===== src/rtl/seq_detect_param.sv =====
// seq_detect_param: parametrised serial bit-pattern detector with overlap mode,
// enable, synchronous clear and a saturating match counter.
module seq_detect_param #(
  parameter int              PLEN    = 4,
  parameter logic [PLEN-1:0] PATTERN = 4'b1010,
  parameter int              CNT_W   = 8,
  localparam int             SW      = $clog2(PLEN + 1)
) (
  input  logic             clk,
  input  logic             rst_n,
  input  logic             x_i,
  input  logic             en_i,
  input  logic             ovl_i,
  input  logic             clr_i,
  output logic             f_o,
  output logic [SW-1:0]    s_o,
  output logic [CNT_W-1:0] cnt_o
);
  logic [SW-1:0]    s_q, s_d;
  logic [CNT_W-1:0] cnt_q, cnt_d;
  logic [SW-1:0]    nxt [2][PLEN+1];
  logic             full;
  // Longest pattern prefix that is a suffix of (first s pattern bits, b); PATTERN[PLEN-1] is received first.
  function automatic logic [SW-1:0] kmp(input int s, input logic b);
    kmp = '0;
    for (int k = 1; k <= PLEN && k <= s + 1; k++) begin
      logic ok;
      ok = b == PATTERN[PLEN-k];
      for (int j = 0; j < k - 1; j++) ok &= PATTERN[PLEN-1-(s+1-k+j)] == PATTERN[PLEN-1-j];
      if (ok) kmp = SW'(k);
    end
  endfunction
  for (genvar g = 0; g <= PLEN; g++) begin : g_nxt
    assign nxt[0][g] = kmp(g, 1'b0);
    assign nxt[1][g] = kmp(g, 1'b1);
  end
  // Non-overlapping restart from a full match behaves exactly like leaving state 0.
  always_comb begin
    full  = s_q == SW'(PLEN);
    s_d   = clr_i ? '0 : !en_i ? s_q : (s_q > SW'(PLEN)) ? '0 : nxt[x_i][(full && !ovl_i) ? SW'(0) : s_q];
    cnt_d = clr_i ? '0 : (en_i && s_d == SW'(PLEN) && !(&cnt_q)) ? cnt_q + 1'b1 : cnt_q;
  end
  always_ff @(posedge clk or negedge rst_n) begin
    if (!rst_n) begin
      s_q   <= '0;
      cnt_q <= '0;
    end else begin
      s_q   <= s_d;
      cnt_q <= cnt_d;
    end
  end
  assign f_o   = full;
  assign s_o   = s_q;
  assign cnt_o = cnt_q;
endmodule


===== config.mk =====
export PLATFORM = sky130hd
export DESIGN_NAME = seq_detect_param
export DESIGN_NICKNAME = d
export VERILOG_FILES = /design/src/rtl/seq_detect_param.sv
export SDC_FILE = /design/constraint.sdc
export NUM_CORES = 1
export LEC_CHECK = 0
export ABC_CLOCK_PERIOD_IN_PS = 1700
export CAP_MARGIN = 20
export CORE_UTILIZATION = 39
export DETAILED_ROUTE_END_ITERATION = 16
export GPL_TIMING_DRIVEN = 0
export PLACE_DENSITY = 0.7
export SYNTH_ARGS = -nofsm -noshare
export SYNTH_HDL_FRONTEND = slang
export SYNTH_SLANG_ARGS = --single-unit

===== constraint.sdc =====
create_clock -name clk -period 1.7 [get_ports clk]
set_clock_uncertainty 0.05 [all_clocks]
set_input_delay 0.34 -clock clk [delete_from_list [all_inputs] [get_ports clk]]
set_output_delay 0.34 -clock clk [all_outputs]
set_load 0.1 [all_outputs]

Word level (Yosys, flattened, before mapping). Index checks and enable logic that the tools add are counted.

Bitwise operators: 2. Muxes and demuxes: 12. Magnitude comparators: 3. Eq/ne operators: 2. Add/subtract/negate cells: 1. Reductions and logical operators: 7.

Operator list (number): $mux W15 (2); $mux W3 (6); $mux W8 (2); $mux W13 (1); $bmux W3 S3 (1); $add A8 B1 Y8 const B (1); $reduce_and A8 Y1 (1); $eq A3 B3 Y1 const B (2); $ge A4 B4 Y1 const B (1); $not A3 Y4 (1); $gt A3 B3 Y1 const B (1); $logic_and A1 B1 Y1 (3); $ge A2 B2 Y1 const B (1); $logic_not A1 Y1 (2); $not A1 Y2 (1); $reduce_bool A2 Y1 (1).

Output and inout bits: 12. Register bits after elaboration: 11. Input port bits: 6.

Longest topological paths before layout.
Depth in word-level cells: 15. Mapped depth: 5.

Least setup slack after synthesis. No wires, ideal clock.

Path kind: reg-to-output. Start point: reg s_q[2], in the netlist s_o[2]. End point: out f_o. Arrival: 3.284 ns. Cell stages (with the launch flop): 2. Path slack: -1.974 ns. Path buffers: 0. Path through: dfrtp_1 nor3b_1.

Cells in the longest elaborated chain, start to end: 1.

Ends and longest elaborated chain: from (decl) (line 19) `logic [SW-1:0] s_q, s_d;`; from (signal assigned) (line 45) `s_q <= '0;`; from (signal assigned) (line 48) `s_q <= s_d;`; $eq A3 B3 Y1 (line 39) `full = s_q == SW'(PLEN);`; to (decl) (line 15) `output logic f_o,`.

Every way passes these cells.

Final worst setup path.
Start point: reg s_q[2], in the netlist s_o[2]. End point: reg cnt_q[5], in the netlist cnt_o[5].

Cells in the longest elaborated chain, start to end: 14. Elaborated cells between the ends (all ways): 15. Classes of those cells: order compare (1); eq/ne (2); mux (7); bitwise (1); reduce/logical (4).

Ends and longest elaborated chain: $eq A3 B3 Y1 (line 39); $logic_and A1 B1 Y1 (line 40) `s_d = clr_i ? '0 : !en_i ? s_q : (s_q > SW'(PLEN)) ? '0 : nxt[x_i][(full && !ovl_i) ? SW'(0) : s_q];`; $mux W3 (line 40); $not A3 Y4 (line 40); $bmux W3 S3 (line 40); $mux W3 (3 in series) (line 40); $mux W3 * (2 in series) (line 40); $eq A3 B3 Y1 * (line 41) `cnt_d = clr_i ? '0 : (en_i && s_d == SW'(PLEN) && !(&cnt_q)) ? cnt_q + 1'b1 : cnt_q;`; $logic_and A1 B1 Y1 * (2 in series) (line 41); $reduce_bool A2 Y1 (no line) *; to (signal assigned) (line 49) `cnt_q <= cnt_d;`; to (decl) (line 20) `logic [CNT_W-1:0] cnt_q, cnt_d;`.

Mark *: on every way between the ends. The rest lies on a longest branch, timed or not. The select of a mux whose other input is x is not followed. A chain may end at the register's enable or synchronous reset.

==> impl_results.md <==
- Share of the clock period used by the worst path: 102.9%
- Number of clock sinks: 11
- Effective utilization at floorplan: a little over two fifths
- Final TNS setup: -0.09753 ns
- Sum of overflow across all layers after global routing: 0
- Boundary pin count: 18
- Iteration-0 DRC count of the detailed router: 3
- Number of buffers added to fix hold violations after cts: 0
- Violated checks: negative setup slack
- Sequential share of the synthesized area: a little over two fifths
- Layout area overhead: 46.62%
- Clock-pin slew on the worst setup and hold paths: around 0.07 ns
- Category of the critical setup timing path: flip-flop to flip-flop
- Internal reg-to-reg setup slack: -0.05 ns
- Pwr per Cell Area: approximately 530 mW/mm^2
- Design Area, Final: about 950 sq um
- Syn Area/Cell: between 10 and 15 sq um
- Worst min-delay path class: input port to flip-flop
- Crit start category: flip-flop
- Detail-routed net length per standard cell: roughly 14 microns
- Worst path setup slack after routing: -0.04902 ns
- Max-slew violations: 0
- Total wire length: 1493 microns
- Final Net Count: 99
- Endpoint type of the worst setup path: flip-flop
- Remaining routing DRC violations: 0
- Number of warnings issued by yosys: 0
- Max-slew headroom at the worst pin: 63.31%
- Maximum VDD drop: around 390 uV
- Setup Viol. Count Final: 2
- Ratio of cells with drive above 1 in the final layout: about 46%
- Clock tree from TritonCTS: done
- Peak Freq: approximately 570 MHz
- RSZ-0062 raised after global routing: true
- Total net switching power: approximately 0.00013 W
- Outcome: finished with violations
- Place WS: -0.5206 ns
- Number of flip-flops and latches in the synthesized netlist: 11
- Antenna-violating nets left: 0
- Crit path arrival time: ~1.9 ns
- Overall fraction of global-route tracks in use: roughly 18%
- Clock latency on the worst-skew pair: around 0.27 ns
- Pint: between 0.0003 and 0.0004 W
- Area share of the largest cell type after synthesis: between 40 and 50%
- Net count of the mapped netlist: around 70
- H-Tree Depth: 1
- Worst EP required: 1.81 ns
- Largest driver fanout on the critical path: 3
- Antenna violations before repair: 0
- Flip-flop and latch area: 301.5 sq um
- Post-route core utilization: between 60% and 70%
- Worst-path cell chain: and4bb_4, buf_4, and4_4, and3_4, mux2_4
- Library cell occupying the most area in the post-synthesis netlist: sky130_fd_sc_hd__dfrtp_1
- Global-route wire length before repair: 2518 microns
- Worst path slowest cell: sky130_fd_sc_hd__dfrtp_4
- Area inside the core boundary: around 0.0015 sq mm
- Pin count of the biggest net entering global routing: 12
- Half-perimeter wire length after placement: just over 900 microns
- Chip Width: around 43 microns
- Transition time at the pin with the least slew margin: between 0.5 and 0.6 ns
- Number of fill cells in the layout: 135
- Most used DFF post-synth: sky130_fd_sc_hd__dfrtp_1
- Antenna Cells: 0
- Die area: about 0.0018 sq mm
- Area taken by multi-input logic gates: 371.6 sq um
- Number of global-route vias before repair: about 600
- Clock buffers created by TritonCTS: 3
- Die Height: 42.73 microns
- Fraction of registers with async set or reset after synthesis: 100.0%
- Clock Power Share: a little over a third
- Switching part of the total power: about 26%
- Worst-case clock buffer depth: 2
- Cells after Synth: 64
- Number of flops mapped to enable cells by yosys: 0
- Count of max-cap constraint violations: 0
- Netlist Area Pre-Place: between 600 and 700 sq um
- DP Area: just under 900 sq um
- Hold violation count in the final report: 0
- Share of power burned in registers: between 50% and 60%
- Clock Root Buffer: sky130_fd_sc_hd__clkbuf_4
- Crit path largest cell delay: approximately 0.48 ns
- Site row count: 14
- Leakage: roughly 0.42 nW
- Routability congestion estimate: 0.7315
- Synth area leaders: sky130_fd_sc_hd__dfrtp_1 (43%), sky130_fd_sc_hd__mux2i_1 (4.6%), sky130_fd_sc_hd__nor2_1 (3.5%)
- Detailed-route via count: around 580
- Number of input and output port buffers inserted: 16
- Cell variety after synth: 32
- Part of the power in combinational logic: under 10%
- Iteration count of the initial detailed-routing pass: 3
- Shortest clock period the worst path allows after layout: around 1.7 ns
- Vias per cell: around 5.4
[state kept, by name, summed over array words and instances (netlist names)]
register and flops:
s_o 3, cnt_o 8
[layer usage]
metal,vias to the layer above,part of all wire [%],track usage (%)
met3,2,4.7,3.404
li1,289,-,-
met5,-,0,0
met4,0,1.5,8.125
met1,277,45,21.10
met2,14,49,32.42
[path summary, 6_finish.rpt]
| kind | start | to | cells past startpoint |
|---|---|---|---|
| min in group asynchronous | rst_n | cnt_o[0]$_DFFE_PN0P_ | 1 |
| max in group asynchronous | rst_n | s_o[0]$_DFF_PN0_ | 1 |
| worst min register to register | cnt_o[2]$_DFFE_PN0P_ | cnt_o[2]$_DFFE_PN0P_ | 2 |
| worst max-delay path | s_o[2]$_DFF_PN0_ | cnt_o[5]$_DFFE_PN0P_ | 5 |
| worst min-delay path | en_i | s_o[0]$_DFF_PN0_ | 3 |
| worst max register to register | s_o[2]$_DFF_PN0_ | cnt_o[5]$_DFFE_PN0P_ | 5 |
[cells in the final DEF, fill, tap and decap left out, types with 2 or more instances in the layout]
cell,n
sky130_fd_sc_hd__a21oi_1,2
sky130_fd_sc_hd__nor2b_1,3
sky130_fd_sc_hd__mux2i_1,3
sky130_fd_sc_hd__dfrtp_4,5
sky130_fd_sc_hd__buf_4,6
sky130_fd_sc_hd__clkdlybuf4s50_1,2
sky130_fd_sc_hd__nand3_1,2
sky130_fd_sc_hd__nand2_1,3
sky130_fd_sc_hd__clkbuf_4,3
sky130_fd_sc_hd__dfrtp_2,6
sky130_fd_sc_hd__dlygate4sd2_1,2
sky130_fd_sc_hd__o21ai_0,4
sky130_fd_sc_hd__nand4_1,2
sky130_fd_sc_hd__inv_1,3
sky130_fd_sc_hd__clkbuf_1,2
sky130_fd_sc_hd__xor2_1,2
sky130_fd_sc_hd__buf_6,2
sky130_fd_sc_hd__buf_2,4
sky130_fd_sc_hd__clkdlybuf4s15_2,7
sky130_fd_sc_hd__nor2_1,6
[repair_timing]
| item | in CTS | in global routing |
|---|---|---|
| gates resized for setup | 42 | 10 |
| buffers inserted | 5 | 2 |
| cloned | 0 | 0 |
| endpoints found under the setup margin | 13 | 8 |
| pin swaps | 2 | 3 |
| hold endpoints to repair | 0 | 0 |
[stage by stage]
step | total power [W] | hold slack, ns | std cells
2_1_floorplan | 0.0003028 | -0.005591 | 64
6_report | 0.0004991 | 0.3421 | 107
5_1_grt | 0.0005204 | 0.3719 | 107
3_5_place_dp | 0.0003268 | 0.5240 | 96
3_3_place_gp | 0.0003266 | 0.5147 | 96
4_1_cts | 0.0005046 | 0.3382 | 105
[logic make-up after synthesis]
| family | share of synthesized area (%) |
|---|---|
| adder cells (fa/ha/maj) | 1.934 |
| XOR/XNOR | 2.708 |
| flip-flops | 42.55 |
| AND/OR/NAND/NOR | 31.53 |
| multiplexers | 6.963 |
| AO/OA/AOI/OAI | 11.22 |
| buffers and inverters | 3.093 |
[cells in the mapped netlist, types with 2 or more instances]
cell type	count
sky130_fd_sc_hd__dfrtp_1	11
sky130_fd_sc_hd__nor2_1	6
sky130_fd_sc_hd__o21ai_0	4
sky130_fd_sc_hd__a21oi_1	3
sky130_fd_sc_hd__inv_1	3
sky130_fd_sc_hd__mux2i_1	3
sky130_fd_sc_hd__nand2_1	3
sky130_fd_sc_hd__nor2b_1	3
sky130_fd_sc_hd__and3_1	2
sky130_fd_sc_hd__nand3_1	2
sky130_fd_sc_hd__nand4_1	2
sky130_fd_sc_hd__xor2_1	2
[worst max-delay path, delay by kind of cell, from the launching register on]
kind | cells | cell delay, ns
buffers and inverters | 1 | 0.11
DFF | 1 | 0.48
muxes | 1 | 0.29
and+or+nand+nor | 3 | 0.70
[power groups by stage]
stage / combinational (W) / sequential (W) / clock, W
after CTS: 0.0000504 / 0.000269 / 0.000186
after global routing: 0.0000533 / 0.000269 / 0.000198
after detailed placement: 0.0000524 / 0.000274 / 0
after floorplan: 0.0000140 / 0.000289 / 0
final: 0.0000490 / 0.000269 / 0.000181
after global placement: 0.0000522 / 0.000274 / 0
[area by class of cell]
cell class                 instances  area share, %
clock buffer                       4          2.770
sequential                        11          31.79
inverter                           3          1.187
buffer                             2         0.9235
multi-input combinational         48          39.18
tap                               16          2.111
timing repair buffer              23          22.03
Power figures use the tool's default switching activity.
